## src/rtl/alu_pkg.sv

```systemverilog
// Shared definitions for the execute-stage controller and the ALU it feeds:
// opcodes, flag bit positions, flag mask and the controller FSM encoding.
package alu_pkg;

    localparam int DATA_W = 8;

    // 4-bit ALU opcodes
    localparam logic [3:0] OP_AND    = 4'd0;
    localparam logic [3:0] OP_OR     = 4'd1;
    localparam logic [3:0] OP_XOR    = 4'd2;
    localparam logic [3:0] OP_NOT    = 4'd3;
    localparam logic [3:0] OP_ADD    = 4'd4;
    localparam logic [3:0] OP_SUB    = 4'd5;
    localparam logic [3:0] OP_NEG    = 4'd6;
    localparam logic [3:0] OP_INC    = 4'd7;
    localparam logic [3:0] OP_DEC    = 4'd8;
    localparam logic [3:0] OP_SHL    = 4'd9;
    localparam logic [3:0] OP_SHR    = 4'd10;
    localparam logic [3:0] OP_MIRROR = 4'd11;

    // Flag bit indices in the ALU flag byte
    localparam int FLAG_CARRY     = 0;
    localparam int FLAG_AUX_CARRY = 1;
    localparam int FLAG_ZERO      = 2;
    localparam int FLAG_SIGN      = 3;
    localparam int FLAG_PARITY    = 4;
    localparam int FLAG_OVERFLOW  = 5;

    // Bits [7:6] of the captured flags always read 0
    localparam logic [7:0] FLAG_MASK = 8'h3F;

    typedef enum logic [1:0] {
        ST_IDLE  = 2'd0,
        ST_FETCH = 2'd1,
        ST_EXEC  = 2'd2,
        ST_WB    = 2'd3
    } exec_state_e;

endpackage

```

## src/rtl/alu_regfile.sv

```systemverilog
// General-purpose register file for the execute controller.
// Ports: clk_i/rst_i (async high), we_i/waddr_i/wdata_i single write port,
// three combinational reads: ra1_i->rd1_o, ra2_i->rd2_o, ra3_i->rd3_o.
module alu_regfile
    import alu_pkg::*;
#(
    parameter int REG_COUNT = 4,
    parameter int ADDR_W    = 2
) (
    input  logic              clk_i,
    input  logic              rst_i,
    input  logic              we_i,
    input  logic [ADDR_W-1:0] waddr_i,
    input  logic [DATA_W-1:0] wdata_i,
    input  logic [ADDR_W-1:0] ra1_i,
    output logic [DATA_W-1:0] rd1_o,
    input  logic [ADDR_W-1:0] ra2_i,
    output logic [DATA_W-1:0] rd2_o,
    input  logic [ADDR_W-1:0] ra3_i,
    output logic [DATA_W-1:0] rd3_o
);

    logic [DATA_W-1:0] mem_q [REG_COUNT];

    always_ff @(posedge clk_i or posedge rst_i) begin
        if (rst_i) begin
            for (int i = 0; i < REG_COUNT; i++) begin
                mem_q[i] <= '0;
            end
        end else if (we_i) begin
            mem_q[waddr_i] <= wdata_i;
        end
    end

    assign rd1_o = mem_q[ra1_i];
    assign rd2_o = mem_q[ra2_i];
    assign rd3_o = mem_q[ra3_i];

endmodule

```

## src/rtl/alu_exec_ctrl.sv

```systemverilog
// Execute-stage controller: fetches operands into registered ALU inputs,
// captures the ALU result/flags and writes the result back to the regfile.
// Ports: clk_i, rst_i (async high); issue: start_i, op_i, rd_i, rs1_i, rs2_i,
// imm_en_i, imm_i, no_wb_i; preload: ld_en_i, ld_addr_i, ld_data_i;
// debug: rd_addr_i -> rd_data_o; status: busy_o, done_o;
// ALU side: alu_a_o, alu_b_o, alu_op_o out, alu_c_i, alu_flags_i in;
// last capture: result_o, flags_o.
module alu_exec_ctrl
    import alu_pkg::*;
#(
    parameter int REG_COUNT = 4,
    parameter int ADDR_W    = 2
) (
    input  logic              clk_i,
    input  logic              rst_i,
    input  logic              start_i,
    input  logic [3:0]        op_i,
    input  logic [ADDR_W-1:0] rd_i,
    input  logic [ADDR_W-1:0] rs1_i,
    input  logic [ADDR_W-1:0] rs2_i,
    input  logic              imm_en_i,
    input  logic [7:0]        imm_i,
    input  logic              no_wb_i,
    input  logic              ld_en_i,
    input  logic [ADDR_W-1:0] ld_addr_i,
    input  logic [7:0]        ld_data_i,
    input  logic [ADDR_W-1:0] rd_addr_i,
    output logic [7:0]        rd_data_o,
    output logic              busy_o,
    output logic              done_o,
    output logic [7:0]        alu_a_o,
    output logic [7:0]        alu_b_o,
    output logic [3:0]        alu_op_o,
    input  logic [7:0]        alu_c_i,
    input  logic [7:0]        alu_flags_i,
    output logic [7:0]        result_o,
    output logic [7:0]        flags_o
);

    exec_state_e state_q, state_d;

    // Instruction fields latched at issue
    logic [3:0]        op_q;
    logic [ADDR_W-1:0] rd_q;
    logic [ADDR_W-1:0] rs1_q;
    logic [ADDR_W-1:0] rs2_q;
    logic              imm_en_q;
    logic [7:0]        imm_q;
    logic              no_wb_q;

    logic [7:0] alu_a_q;
    logic [7:0] alu_b_q;
    logic [3:0] alu_op_q;
    logic [7:0] result_q;
    logic [7:0] flags_q;

    logic              rf_we;
    logic [ADDR_W-1:0] rf_waddr;
    logic [7:0]        rf_wdata;
    logic [7:0]        rs1_data;
    logic [7:0]        rs2_data;

    alu_regfile #(
        .REG_COUNT (REG_COUNT),
        .ADDR_W    (ADDR_W)
    ) u_regfile (
        .clk_i   (clk_i),
        .rst_i   (rst_i),
        .we_i    (rf_we),
        .waddr_i (rf_waddr),
        .wdata_i (rf_wdata),
        .ra1_i   (rs1_q),
        .rd1_o   (rs1_data),
        .ra2_i   (rs2_q),
        .rd2_o   (rs2_data),
        .ra3_i   (rd_addr_i),
        .rd3_o   (rd_data_o)
    );

    // State register
    always_ff @(posedge clk_i or posedge rst_i) begin
        if (rst_i) begin
            state_q <= ST_IDLE;
        end else begin
            state_q <= state_d;
        end
    end

    // Next-state logic
    always_comb begin
        state_d = state_q;
        unique case (state_q)
            ST_IDLE:  if (start_i) state_d = ST_FETCH;
            ST_FETCH: state_d = ST_EXEC;
            ST_EXEC:  state_d = ST_WB;
            ST_WB:    state_d = ST_IDLE;
        endcase
    end

    // Outputs and write-port arbitration: preload owns the port in IDLE,
    // write-back owns it in WB, so the two can never collide.
    always_comb begin
        busy_o   = 1'b0;
        done_o   = 1'b0;
        rf_we    = 1'b0;
        rf_waddr = ld_addr_i;
        rf_wdata = ld_data_i;
        unique case (state_q)
            ST_IDLE: begin
                rf_we = ld_en_i;
            end
            ST_FETCH, ST_EXEC: begin
                busy_o = 1'b1;
            end
            ST_WB: begin
                busy_o   = 1'b1;
                done_o   = 1'b1;
                rf_we    = ~no_wb_q;
                rf_waddr = rd_q;
                rf_wdata = result_q;
            end
        endcase
    end

    // Datapath registers
    always_ff @(posedge clk_i or posedge rst_i) begin
        if (rst_i) begin
            op_q     <= '0;
            rd_q     <= '0;
            rs1_q    <= '0;
            rs2_q    <= '0;
            imm_en_q <= 1'b0;
            imm_q    <= '0;
            no_wb_q  <= 1'b0;
            alu_a_q  <= '0;
            alu_b_q  <= '0;
            alu_op_q <= '0;
            result_q <= '0;
            flags_q  <= '0;
        end else begin
            if (state_q == ST_IDLE && start_i) begin
                op_q     <= op_i;
                rd_q     <= rd_i;
                rs1_q    <= rs1_i;
                rs2_q    <= rs2_i;
                imm_en_q <= imm_en_i;
                imm_q    <= imm_i;
                no_wb_q  <= no_wb_i;
            end
            // A same-cycle preload has already landed, so FETCH sees it
            if (state_q == ST_FETCH) begin
                alu_a_q  <= rs1_data;
                alu_b_q  <= imm_en_q ? imm_q : rs2_data;
                alu_op_q <= op_q;
            end
            if (state_q == ST_EXEC) begin
                result_q <= alu_c_i;
                flags_q  <= alu_flags_i & FLAG_MASK;
            end
        end
    end

    assign alu_a_o  = alu_a_q;
    assign alu_b_o  = alu_b_q;
    assign alu_op_o = alu_op_q;
    assign result_o = result_q;
    assign flags_o  = flags_q;

endmodule

```

## config.mk

```make
export PLATFORM = sky130hd
export DESIGN_NAME = alu_exec_ctrl
export DESIGN_NICKNAME = d
export VERILOG_FILES = /design/src/rtl/alu_pkg.sv /design/src/rtl/alu_regfile.sv /design/src/rtl/alu_exec_ctrl.sv
export SDC_FILE = /design/constraint.sdc
export NUM_CORES = 1
export LEC_CHECK = 0
export ABC_CLOCK_PERIOD_IN_PS = 1800
export BUFFER_PORTS_ARGS = -buffer_cell sky130_fd_sc_hd__buf_2
export CAP_MARGIN = 5
export CORE_MARGIN = 4
export CORE_UTILIZATION = 30
export DETAILED_ROUTE_END_ITERATION = 8
export SLEW_MARGIN = 20
export SYNTH_ARGS = -nofsm -noshare
export SYNTH_HDL_FRONTEND = slang
export SYNTH_HIERARCHICAL = 1
export SYNTH_SLANG_ARGS = --single-unit
```

## constraint.sdc

```tcl
create_clock -name clk_i -period 1.8 [get_ports clk_i]
set_input_delay 0.27 -clock clk_i [delete_from_list [all_inputs] [get_ports clk_i]]
set_output_delay 0.27 -clock clk_i [all_outputs]
set_load 0.01 [all_outputs]
```

==> reports/metrics.sh, run 1 <==
BUFFER_PORTS.INSERTED=93
FLOORPLAN.INITIALDENSITY=0.306
CRITPATHKIND='reg2reg'
DRC_VIOLS=0
HTREE_LEVELS=3
LAYOUT.CORE_UTILIZATION=0.389
NETLIST.TOP_CELL.BY_AREA='sky130_fd_sc_hd__dfrtp_1'
PLACE_WORST_SETUP_SLACK_PS=-40.7
CTS_HOLD_BUF=0
TIMING.CRITICAL_PATH.FROM='state_q[0]$_DFFE_PP0P_'
OUTCOME='completed'
CLOCK-ROOT-BUFFER='sky130_fd_sc_hd__clkbuf_16'
DIEHEIGHT_UM=127
WORST_PATH_DOMINANT_CELL_FAMILY='multiplexers'
CTS_BUFFER_DEPTH=2
FINAL_WIRELENGTH_MM=9.56
GRT_UTIL_ALL_LAYERS=0.124
P_LEAK_nW=2.50
NETSWITCHINGPOWER_mW=3.47
TIMING.CRITICAL_PATH.CELLS='ha_4 -> mux2_4 -> nor3b_4 -> buf_12 -> mux2_2'
GRT_FIRST_PASS_WIRELENGTH_MM=15.5
NETLIST_AREA_SQ_UM=4240
TIMING.FMAX_MHz=558
HPWL_MM=7.16
DIE_AREA_SQ_UM=16100
POWER.SWITCHING_FRACTION=0.336
ANTENNA_CELLS_INSERTED=0
FINAL_ANTENNA_NET_COUNT=0
SETUP_VIOL=0
CP_DATA_REQUIRED_TIME_PS=2020
NETS=431
GP_CONGESTION=0.682
FIN_CRIT_PS=1790
RSZ0062_AT_GRT='true'
ROUTED_VIA_COUNT=2594
NUM-FILL-CELLS=1333
VIAS_IN_THE_FIRST_GLOBAL_ROUTE=2808
DIE_X_UM=127
SYNTHTOLAYOUTAREAGROWTH_PCT=27.4
OVERFLOW=0
SYNTH.AREA.TOP_CELLS='sky130_fd_sc_hd__dfrtp_1 (52%), sky130_fd_sc_hd__mux2_2 (18%), sky130_fd_sc_hd__mux4_2 (13%)'
CRITICAL-PATH-SLOWEST-CELL='sky130_fd_sc_hd__dfrtp_2'
ARRIVAL_PS=2020
CTS_MADE_BUFFERS=9
CLOCK_GROUP_SHARE_OF_TOTAL_POWER=0.169
FINAL_MAX_SLEW_VIOL_COUNT=0
CP_MAX_FO=8
SYNTH_TOP_AREA_FRAC=0.519
NUMCLOCKSINKS=88
P_COMB_FRAC=0.453
SYNTH-SEQ-AREA-SHARE=0.519
DRIVE_GT1_FRAC=0.676
DRT_PASS1_ITERATIONS=4
VDD.IR_DROP.WORST_uV=796
POWER.INTERNAL_mW=6.87
LARGEST_STAGE_DELAY_ON_THE_CRITICAL_PATH_PS=440
CORE_SQ_UM=13900
GRT_MAX_DEGREE=33
INITIAL_ANTENNA_VIOLATION_COUNT=0
TIGHTESTPINTRANSITION_PS=562
TIMING_HOLD_VIOLATIONS_FINAL=0
CELL_PWR_DENSITY_nW_PER_UM2=1910
YOSYS_WARNINGS=6
NUM_IO_PINS=98
POST_DRT_VIA_CELL_RATIO=4.63
SEQ_POWER_SHARE=0.378
YS_FF_LATCH=88
TIMING.FINAL.WS_SETUP_PS=6.76
MAX_SLEW_MARGIN=0.625
FINCLKSKEW_PS=5.07
SYNTHCELLS=264
DETAIL_ROUTE.WL_PER_CELL_UM=17.1
DRV_CAP=0
INSERTION_DELAY_PS=330
NUM_ROWS=43
HOLD_CLASS='in2async'
DRT-INITIAL-DRC-COUNT=59
SYNTH.DISTINCT_CELLS=19
CRITICAL_PATH_BUF_INV_COUNT=1
TRITONCTS='built'
WORSTREG2REGSTART='state_q[0]$_DFFE_PP0P_'
CRIT_PATH_START_KIND='flop'
SYNTH.AVG_CELL_AREA_SQ_UM=16.1
FINAL_MIN_PERIOD_OVER_CLOCK_PERIOD=0.996
ENDPOINT_KIND='flop'
TIMING.SETUP.TNS_PS=0
CLK_PIN_SLEW_PS=60
-- kinds of logic after synthesis --
| kind of cell | synth area share |
|---|---|
| other | 0.000884 |
| and+or+nand+nor | 0.0263 |
| buffers and inverters | 0.0298 |
| DFF | 0.519 |
| AOI/OAI and AO/OA | 0.0118 |
| muxes | 0.400 |
| adders and majority gates | 0.0118 |
-- power groups by stage --
stage	sequential, mW	clock [mW]	combinational (mW)
detailed placement	3.94	0	4.66
CTS	3.92	1.82	4.76
global placement	3.85	0	4.55
finish	3.91	1.75	4.68
global route	4.08	1.91	5.11
floorplan	3.72	0	3.29
-- final timing paths --
check,end,slack [ps],depth (start not counted)
setup / recovery,u_regfile/mem_q[28]$_DFFE_PP0P_,7,5
hold reg to reg,alu_op_o[2]$_DFFE_PP0N_,500,1
max in group asynchronous,u_regfile/mem_q[24]$_DFFE_PP0P_,1470,3
hold / removal,alu_a_o[3]$_DFFE_PP0N_,10,3
min in group clk_i,result_o[7]$_DFFE_PP0N_,170,2
setup reg to reg,u_regfile/mem_q[28]$_DFFE_PP0P_,7,5
-- flip-flops by register name, summed over array words and instances (netlist names) --
register and count:
u_regfile/mem_q 32, op_q 4, imm_en_q 1, alu_op_o 4, alu_b_o 8, rd_q 2, rs2_q 2, result_o 8
rs1_q 2, no_wb_q 1, alu_a_o 8, imm_q 8, state_q 2, flags_o 6
-- what timing repair did --
| item | in CTS | in global routing |
|---|---|---|
| gates resized for setup | 3 | 5 |
| pin swaps | 2 | 1 |
| endpoints found under the setup margin | 24 | 24 |
| buffers inserted | 2 | 0 |
-- cells in the final DEF, fill, tap and decap left out, types with 2 or more instances in the layout --
| cell | Yosys | layout |
|---|---|---|
| sky130_fd_sc_hd__buf_2 | 11 | 93 |
| sky130_fd_sc_hd__dfrtp_1 | 88 | 86 |
| sky130_fd_sc_hd__mux2_2 | 69 | 64 |
| sky130_fd_sc_hd__mux2_4 | 20 | 25 |
| sky130_fd_sc_hd__mux4_2 | 24 | 24 |
| sky130_fd_sc_hd__buf_4 | 4 | 18 |
| sky130_fd_sc_hd__nor2_1 | 10 | 10 |
| sky130_fd_sc_hd__a21oi_1 | 10 | 9 |
| sky130_fd_sc_hd__clkbuf_16 | 0 | 9 |
| sky130_fd_sc_hd__mux2i_1 | 8 | 8 |
| sky130_fd_sc_hd__buf_12 | 0 | 5 |
| sky130_fd_sc_hd__inv_1 | 5 | 3 |
| sky130_fd_sc_hd__inv_2 | 0 | 2 |
| sky130_fd_sc_hd__nand2b_1 | 2 | 2 |
| sky130_fd_sc_hd__ha_4 | 0 | 2 |
| sky130_fd_sc_hd__ha_1 | 4 | 2 |
| sky130_fd_sc_hd__conb_1 | 1 | 2 |
| sky130_fd_sc_hd__clkinv_4 | 0 | 2 |
| sky130_fd_sc_hd__clkinv_2 | 0 | 2 |
| sky130_fd_sc_hd__dfrtp_2 | 0 | 2 |
| sky130_fd_sc_hd__nand3b_2 | 2 | 2 |
-- area by class of cell --
cell class	count	area, sq um	area share
well taps	180	225	0.0417
clock buffers	10	239	0.0442
multi-input cells	155	1970	0.365
flip-flops and latches	88	2200	0.408
clock inverters	6	43.8	0.00810
repair buffers	116	701	0.130
inverters	5	18.8	0.00347
-- per-layer routing --
layer | track usage | vias up | share of wire
met1 | 0.165 | 1313 | 0.44
li1 | - | 1191 | -
met2 | 0.202 | 80 | 0.49
met4 | 0.0303 | 0 | 0.011
met3 | 0.0341 | 10 | 0.056
met5 | 0 | - | 0
-- synthesized netlist by cell type --
master / number
sky130_fd_sc_hd__a21oi_1: 10
sky130_fd_sc_hd__buf_2: 11
sky130_fd_sc_hd__buf_4: 4
sky130_fd_sc_hd__buf_6: 2
sky130_fd_sc_hd__conb_1: 1
sky130_fd_sc_hd__dfrtp_1: 88
sky130_fd_sc_hd__ha_1: 4
sky130_fd_sc_hd__inv_1: 5
sky130_fd_sc_hd__mux2_2: 69
sky130_fd_sc_hd__mux2_4: 20
sky130_fd_sc_hd__mux2i_1: 8
sky130_fd_sc_hd__mux4_2: 24
sky130_fd_sc_hd__nand2_1: 1
sky130_fd_sc_hd__nand2_2: 1
sky130_fd_sc_hd__nand2b_1: 2
sky130_fd_sc_hd__nand3_2: 1
sky130_fd_sc_hd__nand3b_2: 2
sky130_fd_sc_hd__nor2_1: 10
sky130_fd_sc_hd__nor3b_4: 1
-- metrics by stage --
step / power, mW / cell area (sq um) / std cells / hold slack [ps]
final: 10.3 / 5400 / 560 / 10.1
after global placement: 8.40 / 5070 / 542 / 376
after detailed placement: 8.60 / 5070 / 542 / 387
after global routing: 11.1 / 5400 / 560 / 49.5
after floorplan: 7.01 / 4270 / 265 / 386
after CTS: 10.5 / 5390 / 560 / 17.5
-- tightest hold or removal path, delay by kind of cell --
kind     cells  cell delay [ps]
buf+inv      3              480
(Power assumes the default switching activity.)
==> inputs of run 2 (changes only) <==
--- a/config.mk
+++ b/config.mk
@@ -8,9 +8,11 @@
 export ABC_CLOCK_PERIOD_IN_PS = 1800
 export BUFFER_PORTS_ARGS = -buffer_cell sky130_fd_sc_hd__buf_2
 export CAP_MARGIN = 5
+export CORE_ASPECT_RATIO = 1.25
 export CORE_MARGIN = 4
-export CORE_UTILIZATION = 30
+export CORE_UTILIZATION = 49
 export DETAILED_ROUTE_END_ITERATION = 8
+export PLACE_DENSITY = 0.77
 export SLEW_MARGIN = 20
 export SYNTH_ARGS = -nofsm -noshare
 export SYNTH_HDL_FRONTEND = slang
==> run 2 against run 1 <==
  * The run now ends with negative setup slack left
  * Non-clock buffer count fell by 3
  * Sequential power barely moved
  * Sequential cell count did not move
  * Design area fell by 3.2%
  * Wire length fell by 7.5%
  * Die area fell by 37%
  * Sequential share of layout area rose by 1.3 points
==> reports/metrics.sh, run 2 (synthesis results as in run 1) <==
DRT-INITIAL-DRC-COUNT=80  # was 59
INITIAL_ANTENNA_VIOLATION_COUNT=0  # unchanged
NETS=428  # was 431
INSERTION_DELAY_PS=350  # was 330 ps
HTREE_LEVELS=3  # unchanged
FINAL_CELL_COUNT_NO_FILL=474  # was 560
HOLD_PATH.STARTPOINT='imm_en_i'
POST_DRT_VIA_CELL_RATIO=5.54  # was 4.63
LAYOUT.CELLS.MOST_COMMON_LIST='sky130_fd_sc_hd__buf_2 (93), sky130_fd_sc_hd__dfrtp_1 (87), sky130_fd_sc_hd__mux2_2 (64)'  # was sky130_fd_sc_hd__buf_2 (93), sky130_fd_sc_hd__dfrtp_1 (86), sky130_fd_sc_hd__mux2_2 (64)
CLOCK-ROOT-BUFFER='sky130_fd_sc_hd__clkbuf_8'  # was sky130_fd_sc_hd__clkbuf_16
GROUTE.LAYER.MET3.USAGE=0.0349  # was 0.0341
FINAL_COMMON_CELL='sky130_fd_sc_hd__buf_2'  # unchanged
GP_CONGESTION=0.801  # was 0.682
TRITONCTS='built'  # unchanged
VDD.IR_DROP.WORST_uV=1050  # was 796 uV
FINAL.HOLD.WORST_SLACK_PS=142  # was 10.1 ps
CELL_PWR_DENSITY_nW_PER_UM2=1930  # was 1910 nW/um^2
BUFFER_PORTS.INSERTED=93  # unchanged
VIAS_IN_THE_FIRST_GLOBAL_ROUTE=2942  # was 2808
GRT_FIRST_PASS_WIRELENGTH_MM=14.7  # was 15.5 mm
TIMING.RR.END='u_regfile/mem_q[24]$_DFFE_PP0P_'  # was u_regfile/mem_q[28]$_DFFE_PP0P_
TIMING.FMAX_MHz=552  # was 558 MHz
OVERFLOW=0  # unchanged
DRT_PASS1_ITERATIONS=4  # unchanged
DETAIL_ROUTE.WL_PER_CELL_UM=18.7  # was 17.1 um
ANTENNA_CELLS_INSERTED=0  # unchanged
OUTCOME='finished, violations left'  # was completed
DIEHEIGHT_UM=112  # was 127 um
SETUP_VIOL=5  # was 0
SYNTHTOLAYOUTAREAGROWTH_PCT=23.3  # was 27.4%
NUM_IO_PINS=98  # unchanged
MIN_PATH_CELLS=2
CTS_BUFFER_DEPTH=2  # unchanged
DRC_VIOLS=0  # unchanged
GRT_UTIL_ALL_LAYERS=0.183  # was 0.124
DIE_AREA_SQ_UM=10200  # was 16100 sq um
CTS_MADE_BUFFERS=9  # unchanged
TIMING_HOLD_VIOLATIONS_FINAL=0  # unchanged
CP_DATA_REQUIRED_TIME_PS=2040  # was 2020 ps
POWER_mW=10.1  # was 10.3 mW
FINCLKSKEW_PS=7.65  # was 5.07 ps
TIMING.FINAL.WS_SETUP_PS=-12.1  # was 6.76 ps
DESIGN_AREA_SQ_UM=5230  # was 5400 sq um
NUMCLOCKSINKS=88  # unchanged
CRITPATHKIND='reg2reg'  # unchanged
FINAL_ANTENNA_NET_COUNT=0  # unchanged
DIE_X_UM=91.2  # was 127 um
WORST-R2R-CELL-COUNT=5  # unchanged
WORSTREG2REGSTART='state_q[1]$_DFFE_PP0P_'  # was state_q[0]$_DFFE_PP0P_
PLACEDINSTANCEAREA_SQ_UM=4900  # was 5070 sq um
RRSETUPSLACK_PS=-10  # was 7 ps
GROUTE.LAYER.MET1.USAGE=0.224  # was 0.165
GRT_MAX_DEGREE=36  # was 33
ROUTED_VIA_COUNT=2625  # was 2594
FIN_CRIT_PS=1810  # was 1790 ps
PLACEDCELLCOUNT=453  # was 542
FINAL_WIRELENGTH_MM=8.84  # was 9.56 mm
VIOLATIONS_IN_THE_FINAL_REPORTS='negative setup slack'
REGMOSTFLOPS='u_regfile/mem_q'  # unchanged
NUM_ROWS=37  # was 43
FINAL_MAX_SLEW_VIOL_COUNT=0  # unchanged
DRV_CAP=0  # unchanged
ARRIVAL_PS=2060  # was 2020 ps
CLK_PIN_SLEW_PS=90  # was 60 ps
USE_MET2=0.319  # was 0.202
MIN_DELAY_WORST_ENDPOINT='imm_en_q$_DFFE_PP0P_'
HPWL_MM=6.53  # was 7.16 mm
HOLD_CLASS='in2reg'  # was in2async
FINAL_MIN_PERIOD_OVER_CLOCK_PERIOD=1.01  # was 0.996
DRIVE_GT1_FRAC=0.666  # was 0.676
FLOORPLAN.INITIALDENSITY=0.509  # was 0.306
P_LEAK_nW=2.49  # was 2.50 nW
CP_MAX_FO=8  # unchanged
GLOBAL_ROUTE.PEAK_USAGE_LAYER='met2'  # unchanged
CRIT_PATH_START_KIND='flop'  # unchanged
LARGEST_REGISTER_FFS=32  # unchanged
CORE_SQ_UM=8330  # was 13900 sq um
RSZ0062_AT_GRT='true'  # unchanged
ENDPOINT_KIND='flop'  # unchanged
-- run 2: stage by stage --
step	setup WS, ps	TNS [ps]	util
final	-12.1	-34.9	0.628
after global routing	-45.6	-338	0.628
after CTS	-18.1	-68.5	0.623
after detailed placement	-53.6	-831	0.589
after global placement	-23.9	-273	0.589
after floorplan	-144	-1330	-
-- run 2: worst max-delay path by stage --
stage                                                 end  cells past startpoint  slack, ps              startpoint
final                     u_regfile/mem_q[24]$_DFFE_PP0P_                      5        -10  state_q[1]$_DFFE_PP0P_
after global routing      u_regfile/mem_q[28]$_DFFE_PP0P_                      5        -50  state_q[1]$_DFFE_PP0P_
after CTS                 u_regfile/mem_q[24]$_DFFE_PP0P_                      5        -20  state_q[0]$_DFFE_PP0P_
after detailed placement  u_regfile/mem_q[18]$_DFFE_PP0P_                      4        -50  state_q[0]$_DFFE_PP0P_
after global placement    u_regfile/mem_q[11]$_DFFE_PP0P_                      4        -20  state_q[0]$_DFFE_PP0P_
after floorplan           u_regfile/mem_q[24]$_DFFE_PP0P_                      5       -140  state_q[0]$_DFFE_PP0P_
-- run 2: metal layers --
| layer | vias up | part of all wire |
|---|---|---|
| met2 | 77 | 0.53 |
| met5 | - | 0 |
| met1 | 1350 | 0.39 |
| met3 | 15 | 0.051 |
| li1 | 1183 | - |
| met4 | 0 | 0.020 |
-- run 2: report_power, final --
group          leakage, nW  internal, mW  switching, mW
Combinational         1.32          2.86           1.79
Clock                0.119         0.856          0.689
Sequential            1.05          3.00          0.901
-- run 2: critical path: stages, from the launching register on --
cell                      delay (ps)
sky130_fd_sc_hd__dfrtp_1         430
sky130_fd_sc_hd__ha_4            200
sky130_fd_sc_hd__mux2_4          330
sky130_fd_sc_hd__nor3b_4         230
sky130_fd_sc_hd__buf_12          160
sky130_fd_sc_hd__mux2_2          340
-- run 2: what timing repair did --
action,CTS,global route
buffers inserted,1,3
hold buffers,1,0
gates resized for setup,4,4
endpoints found under the setup margin,27,13
pin swaps,1,2
endpoints found under the hold margin,21,0
-- run 2: area by class of cell --
cell class                 instances  area [sq um]
clock buffer                      11           151
multi-input combinational        155          1990
sequential                        88          2200
tap                               97           121
timing repair buffer             113           668
clock inverter                     5          78.8
inverter                           5          18.8
fill                             644          3100
